<file path="config.mk">
export PLATFORM = sky130hd
export DESIGN_NAME = hwpf_issue_ctrl
export DESIGN_NICKNAME = d
export VERILOG_FILES = /design/src/rtl/drac_pkg.sv /design/src/rtl/hwpf_pkg.sv /design/src/rtl/hwpf_outstanding_cnt.sv /design/src/rtl/hwpf_issue_ctrl.sv
export SDC_FILE = /design/constraint.sdc
export NUM_CORES = 1
export LEC_CHECK = 0
export CAP_MARGIN = 5
export CORE_MARGIN = 1
export CORE_UTILIZATION = 42
export CTS_CLUSTER_DIAMETER = 120
export DETAILED_ROUTE_END_ITERATION = 16
export PLACE_DENSITY_LB_ADDON = 0.3
export SKIP_CTS_REPAIR_TIMING = 1
export SLEW_MARGIN = 20
export SYNTH_ARGS = -nofsm -noshare
export SYNTH_HDL_FRONTEND = slang
export SYNTH_SLANG_ARGS = --single-unit
export TNS_END_PERCENT = 1
</file>
<file path="constraint.sdc">
create_clock -name clk_i -period 3.9 [get_ports clk_i]
set_input_delay 0.585 -clock clk_i [delete_from_list [all_inputs] [get_ports clk_i]]
set_output_delay 0.585 -clock clk_i [all_outputs]
set_load 0.05 [all_outputs]
</file>
<file path="src/rtl/drac_pkg.sv">
// -----------------------------------------------------------------------------
// drac_pkg
//  Core-side request type shared between the CPU load/store path, the
//  next-line prefetch FIFO and the HPDcache CPU request port.
// -----------------------------------------------------------------------------
package drac_pkg;

   typedef struct packed {
      logic [39:0] addr;
      logic [2:0]  size;
      logic        is_store;
      logic [7:0]  tag;
   } req_cpu_dcache_t;

endpackage

</file>
<file path="src/rtl/hwpf_pkg.sv">
// -----------------------------------------------------------------------------
// hwpf_pkg
//  Types and helpers for the hardware prefetch issue controller.
//  issue_state_t : issue FSM states.
//  cnt_w()       : bit width needed to hold the values 0..max_val (at least 1).
// -----------------------------------------------------------------------------
package hwpf_pkg;

   typedef enum logic [1:0] {
      IDLE,
      WAIT,
      HOLD,
      COOL
   } issue_state_t;

   function automatic int unsigned cnt_w(input int unsigned max_val);
      return (max_val < 1) ? 1 : $clog2(max_val + 1);
   endfunction

endpackage

</file>
<file path="src/rtl/hwpf_outstanding_cnt.sv">
// -----------------------------------------------------------------------------
// hwpf_outstanding_cnt
//  Saturating up/down counter of prefetches issued but not yet answered.
//  Ports:
//   clk_i, rst_i  clock, synchronous active-high reset
//   inc_i         prefetch handshake this cycle
//   dec_i         prefetch response this cycle
//   count_o       current count (0..MAX_COUNT)
//   at_max_o      count == MAX_COUNT
// -----------------------------------------------------------------------------
module hwpf_outstanding_cnt
   import hwpf_pkg::*;
#(
   parameter int unsigned MAX_COUNT = 4
) (
   input  logic                        clk_i,
   input  logic                        rst_i,
   input  logic                        inc_i,
   input  logic                        dec_i,
   output logic [cnt_w(MAX_COUNT)-1:0] count_o,
   output logic                        at_max_o
);

   localparam int unsigned   CW    = cnt_w(MAX_COUNT);
   localparam logic [CW-1:0] MAX_V = CW'(MAX_COUNT);

   logic [CW-1:0] count_q, count_d;

   // Simultaneous inc/dec cancel; decrement at zero and increment at max are dropped.
   always_comb begin
      count_d = count_q;
      if (inc_i && !dec_i && (count_q != MAX_V)) begin
         count_d = count_q + CW'(1);
      end else if (dec_i && !inc_i && (count_q != '0)) begin
         count_d = count_q - CW'(1);
      end
   end

   always_ff @(posedge clk_i) begin
      if (rst_i) begin
         count_q <= '0;
      end else begin
         count_q <= count_d;
      end
   end

   assign count_o  = count_q;
   assign at_max_o = (count_q == MAX_V);

endmodule

</file>
<file path="src/rtl/hwpf_issue_ctrl.sv">
// -----------------------------------------------------------------------------
// hwpf_issue_ctrl
//  Issue controller between the next-line prefetch FIFO and the HPDcache CPU
//  request port. Demand requests have priority; prefetches are popped from the
//  FIFO with a one-cycle read pulse, buffered, and presented on the port until
//  accepted. Pops are throttled by the outstanding-prefetch count and by
//  cool-down windows after demand handshakes and after empty pops.
//  Ports:
//   clk_i, rst_i                 clock, synchronous active-high reset
//   enable_i, flush_i            prefetch enable, pipeline flush
//   cpu_req_valid_i/cpu_req_i    demand request in; cpu_req_ready_o accept
//   fifo_read_o, fifo_lock_o     FIFO pop pulse and lock
//   fifo_req_valid_i/fifo_req_i  FIFO registered head
//   dcache_req_valid_o/_o/_pf_o  request to cache (pf_o marks a prefetch)
//   dcache_req_ready_i           cache accepts request
//   dcache_rsp_pf_i              prefetch response returned
//   outstanding_o                in-flight prefetch count
// -----------------------------------------------------------------------------
module hwpf_issue_ctrl
   import hwpf_pkg::*;
   import drac_pkg::*;
#(
   parameter int unsigned MAX_OUTSTANDING = 4,
   parameter int unsigned DEMAND_COOLDOWN = 2,
   parameter int unsigned EMPTY_BACKOFF   = 8
) (
   input  logic                              clk_i,
   input  logic                              rst_i,
   input  logic                              enable_i,
   input  logic                              flush_i,
   input  logic                              cpu_req_valid_i,
   input  req_cpu_dcache_t                   cpu_req_i,
   output logic                              cpu_req_ready_o,
   output logic                              fifo_read_o,
   output logic                              fifo_lock_o,
   input  logic                              fifo_req_valid_i,
   input  req_cpu_dcache_t                   fifo_req_i,
   output logic                              dcache_req_valid_o,
   output req_cpu_dcache_t                   dcache_req_o,
   output logic                              dcache_req_pf_o,
   input  logic                              dcache_req_ready_i,
   input  logic                              dcache_rsp_pf_i,
   output logic [cnt_w(MAX_OUTSTANDING)-1:0] outstanding_o
);

   localparam int unsigned COOL_MAX = (EMPTY_BACKOFF > DEMAND_COOLDOWN) ? EMPTY_BACKOFF
                                                                       : DEMAND_COOLDOWN;
   localparam int unsigned COOL_W   = cnt_w(COOL_MAX);

   issue_state_t    state_q, state_d;
   req_cpu_dcache_t buf_q, buf_d;
   logic [COOL_W-1:0] cool_q, cool_d;

   logic in_hold;
   logic pf_hs;
   logic demand_hs;
   logic pop_ok;
   logic at_max;

   hwpf_outstanding_cnt #(
      .MAX_COUNT(MAX_OUTSTANDING)
   ) u_outstanding_cnt (
      .clk_i   (clk_i),
      .rst_i   (rst_i),
      .inc_i   (pf_hs),
      .dec_i   (dcache_rsp_pf_i),
      .count_o (outstanding_o),
      .at_max_o(at_max)
   );

   assign fifo_lock_o = !enable_i;

   always_comb begin
      state_d     = state_q;
      buf_d       = buf_q;
      cool_d      = cool_q;
      fifo_read_o = 1'b0;

      in_hold = (state_q == HOLD);

      // Port mux: the buffered prefetch owns the port in HOLD; flush withdraws it
      // combinationally, which is the only way a presented prefetch may vanish.
      dcache_req_valid_o = in_hold ? !flush_i : cpu_req_valid_i;
      dcache_req_o       = in_hold ? buf_q : cpu_req_i;
      dcache_req_pf_o    = in_hold && !flush_i;
      cpu_req_ready_o    = in_hold ? 1'b0 : dcache_req_ready_i;

      pf_hs     = in_hold && !flush_i && dcache_req_ready_i;
      demand_hs = !in_hold && cpu_req_valid_i && dcache_req_ready_i;
      pop_ok    = enable_i && !cpu_req_valid_i && !at_max && !flush_i;

      unique case (state_q)
         IDLE: begin
            if (pop_ok) begin
               fifo_read_o = 1'b1;
               state_d     = WAIT;
            end else if (demand_hs && (DEMAND_COOLDOWN != 0)) begin
               cool_d  = COOL_W'(DEMAND_COOLDOWN);
               state_d = COOL;
            end
         end
         WAIT: begin
            if (fifo_req_valid_i) begin
               buf_d   = fifo_req_i;
               state_d = HOLD;
            end else if (EMPTY_BACKOFF != 0) begin
               cool_d  = COOL_W'(EMPTY_BACKOFF);
               state_d = COOL;
            end else begin
               state_d = IDLE;
            end
         end
         HOLD: begin
            if (pf_hs) begin
               state_d = IDLE;
            end
         end
         COOL: begin
            // A demand handshake restarts the window even if more remained.
            if (demand_hs && (DEMAND_COOLDOWN != 0)) begin
               cool_d = COOL_W'(DEMAND_COOLDOWN);
            end else if (cool_q <= COOL_W'(1)) begin
               cool_d  = '0;
               state_d = IDLE;
            end else begin
               cool_d = cool_q - COOL_W'(1);
            end
         end
         default: begin
            state_d = IDLE;
         end
      endcase

      if (flush_i) begin
         state_d = IDLE;
         buf_d   = '0;
         cool_d  = '0;
      end
   end

   always_ff @(posedge clk_i) begin
      if (rst_i) begin
         state_q <= IDLE;
         buf_q   <= '0;
         cool_q  <= '0;
      end else begin
         state_q <= state_d;
         buf_q   <= buf_d;
         cool_q  <= cool_d;
      end
   end

endmodule

</file>
==> key figures <==
Timing
  • Fmax: slightly below 0.3 GHz
  • Slew headroom: between 50% and 60%
  • Final period utilization: roughly 88%
  • Final setup viols: 0
  • Actual slew at the worst max-slew pin: around 0.64 ns
  • Final hold viol count: 0
  • Setup TNS: 0 ns
  • Fin Clk Skew: between 0.009 and 0.01 ns
  • RSZ-0062 raised after global routing: no
  • Pins Over Slew Limit: 0
  • Worst Setup Slack, final: 0.4836 ns
  • Fin crit period: about 3.4 ns

Power and ir drop
  • Peak VDD IR: 0.1764 mV
  • Pwr Total: roughly 1.7 mW
  • P per Cell Area: approximately 340 mW/mm^2
  • Leakage: between 1.5 and 2 nW

Worst hold path
  • Worst Hold Launch: buf_q[29]
  • Hold Crit Class: flop to flop
  • WHS Path Cells: 2
  • Worst Hold Path EP: buf_q[29]

Layout
  • Design Area, Final: a little over 0.005 mm^2
  • Fill count: between 500 and 600
  • Layout cells sized above 1: under 10%
  • Nets: between 700 and 800
  • Area growth syn-to-layout: 64.83%
  • Antenna cells: 0

Setup path
  • R2R depth: 7
  • Worst Path Arrival: 2.83 ns
  • Cell mode on critical path: nand2_1
  • Critical path class: flop to primary output
  • Reg2reg setup slack: 1.74 ns
  • Worst EP required: around 3.3 ns
  • Critical R2R Launch: state_q[1]
  • CP max stage delay: slightly above 0.8 ns
  • Worst Setup Start Kind: flop
  • Critical-path cell list: inv_1 -> nand2_2 -> buf_4 -> nand2_1 -> nand2_1 -> clkdlybuf4s50_1
  • Slowest CP cell: clkdlybuf4s50_1
  • Element type at the critical path end: primary output
  • Max FO, Critical Path: 34
  • RR Endpoint: u_outstanding_cnt.count_o[2]

Synth
  • Asr flop ratio synth: 0%
  • Yosys top cell by area: dfxtp_1
  • Synthesis-stage register bit count: between 60 and 70
  • Synth top cells by count: 269 x nand2_1, 61 x dfxtp_1, 56 x a21oi_1
  • Syn. warnings: 0
  • Cell count after synthesis: between 400 and 500
  • Synth area leaders: dfxtp_1 40%, nand2_1 33%, a21oi_1 9.2%
  • Mapped Area: slightly above 0.003 mm^2
  • Sequential element share of the synthesized area: approximately two fifths
  • Avg Cell Area, Syn: between 6 and 7 um^2
  • Synth top area share: roughly 40%
  • Most common cell in the netlist: nand2_1
  • Syn Nets: ~600
  • Distinct cells, synth: 34
  • Ys flop type: dfxtp_1
  • Post-synth EDFFs: 0

Place
  • Placed Area: about 0.0048 mm^2
  • Gpl congestion: 0.8421
  • DP Wirelength: between 6 and 7 mm
  • Dpl ws: 0.8348 ns
  • Port bufs: around 170

Global routing
  • Total global routing overflow: 0
  • Global-route wire length before repair: between 10 and 15 mm
  • Largest net degree at the start of global routing: 59
  • Antenna violations before repair: 0
  • Vias in the first global route: 3,346
  • Gr usage total: approximately a quarter

Job
  • Max Cap Viol: 0

Floorplan
  • Row count: 30
  • Die Y: 87.35 um
  • Die footprint: approximately 0.0076 mm^2
  • Std-Cell Core Area: just under 0.007 mm^2
  • X dimension of the die: roughly 87 um
  • Starting density of the core: around 44%
  • # IOs: between 150 and 200

Clock network
  • Deepest clock path buffer count: 2
  • Clock Sinks: roughly 60
  • Clock latency on the worst-skew pair: approximately 0.33 ns
  • CTS H-Tree Depth: 3
  • Num CTS Buffers: 9
  • Root Buffer: clkbuf_8
  • CTS tree: built
  • Clk pin slew, worst setup/hold paths: 0.06 ns

Drt
  • 1st-iter DRT viols: 107
  • DRT Pass-1 Iters: 4
  • Vias per std cell: ~4.9
  • Post-DRT Antenna Nets: 0
  • Vias after detailed routing: around 3,600
  • Final WL: ~9.1 mm
  • Drt drc: 0
  • Wire per inst: about 12 um

Run status
  • Status: completed
==> how the worst max path moves through the flow <==
stage | slack, ns | endpoint | startpoint | depth (start not counted)
floorplan | 1.26 | fifo_read_o | u_outstanding_cnt.count_o[0] | 3
global placement | 0.92 | dcache_req_o[0] | state_q[1] | 5
CTS | 0.46 | dcache_req_o[22] | state_q[0] | 6
finish | 0.48 | dcache_req_o[48] | state_q[0] | 6
detailed placement | 0.83 | dcache_req_o[22] | state_q[0] | 6
global route | 0.25 | dcache_req_o[48] | state_q[0] | 6
==> layout by cell type (no fill, tap or decap), types with 2 or more instances in the layout <==
master	count
a21oi_1	56
a221oi_1	2
a32o_1	2
buf_4	4
clkbuf_8	12
clkdlybuf4s50_1	171
dfxtp_1	61
ha_1	2
inv_1	5
mux2i_1	2
nand2_1	268
nand4b_1	2
nor2_1	8
nor2b_1	4
nor3_1	5
nor3b_1	3
o21ai_0	3
or3_1	3
xnor2_1	2
==> state kept, by name, summed over array words and instances (netlist names) <==
signal and flops:
u_outstanding_cnt.count_o 3, buf_q 52, state_q 2, cool_q 4
==> cells by family (layout without fill, tap and decap cells) <==
kind of cell	Yosys count	in the layout	synth area share, %
adders and majority gates	3	3	1.472
muxes	2	2	0.6544
AOI/OAI and AO/OA	68	68	12.19
buffers and inverters	35	197	4.826
and+or+nand+nor	304	304	40.37
xor gates and xnor gates	2	2	0.5727
DFF	61	61	39.92
==> routing by layer <==
layer  vias up  global-route usage, %  part of all wire [%]
met2       112                  44.03                    50
met3        13                  6.256                   5.9
met4         0                  8.495                   1.6
met5         -                      0                     0
met1      1634                  26.74                    42
li1       1817                      -                     -
==> through the flow <==
step	hold WS, ns	std cells	utilization, %
floorplan	0.4366	475	-
global placement	0.4420	717	69.91
detailed placement	0.4481	717	69.91
CTS	0.4569	733	72.97
global route	0.4745	733	73.01
finish	0.4563	733	73.01
==> critical path, delay by kind of cell (launching register included) <==
family	cells	cell delay, ns
buffers and inverters	3	1.35
and+or+nand+nor	3	0.66
DFF	1	0.49
==> layout make-up <==
type	count	area, um^2	share of cell area [%]
clock buffers	13	168.9	3.350
clock inverters	3	42.54	0.8437
repair buffers	176	1762	34.94
multi-input cells	379	1709	33.90
flip-flops and latches	61	1221	24.22
inverters	5	18.77	0.3722
well taps	96	120.1	2.382
==> report_power, final <==
group / leakage [nW] / switching, mW / internal (mW)
registers: 0.492 / 0.0108 / 0.632
clock network: 0.106 / 0.236 / 0.347
logic: 1.37 / 0.266 / 0.211
Note: power is estimated with default switching activity, not from simulation.
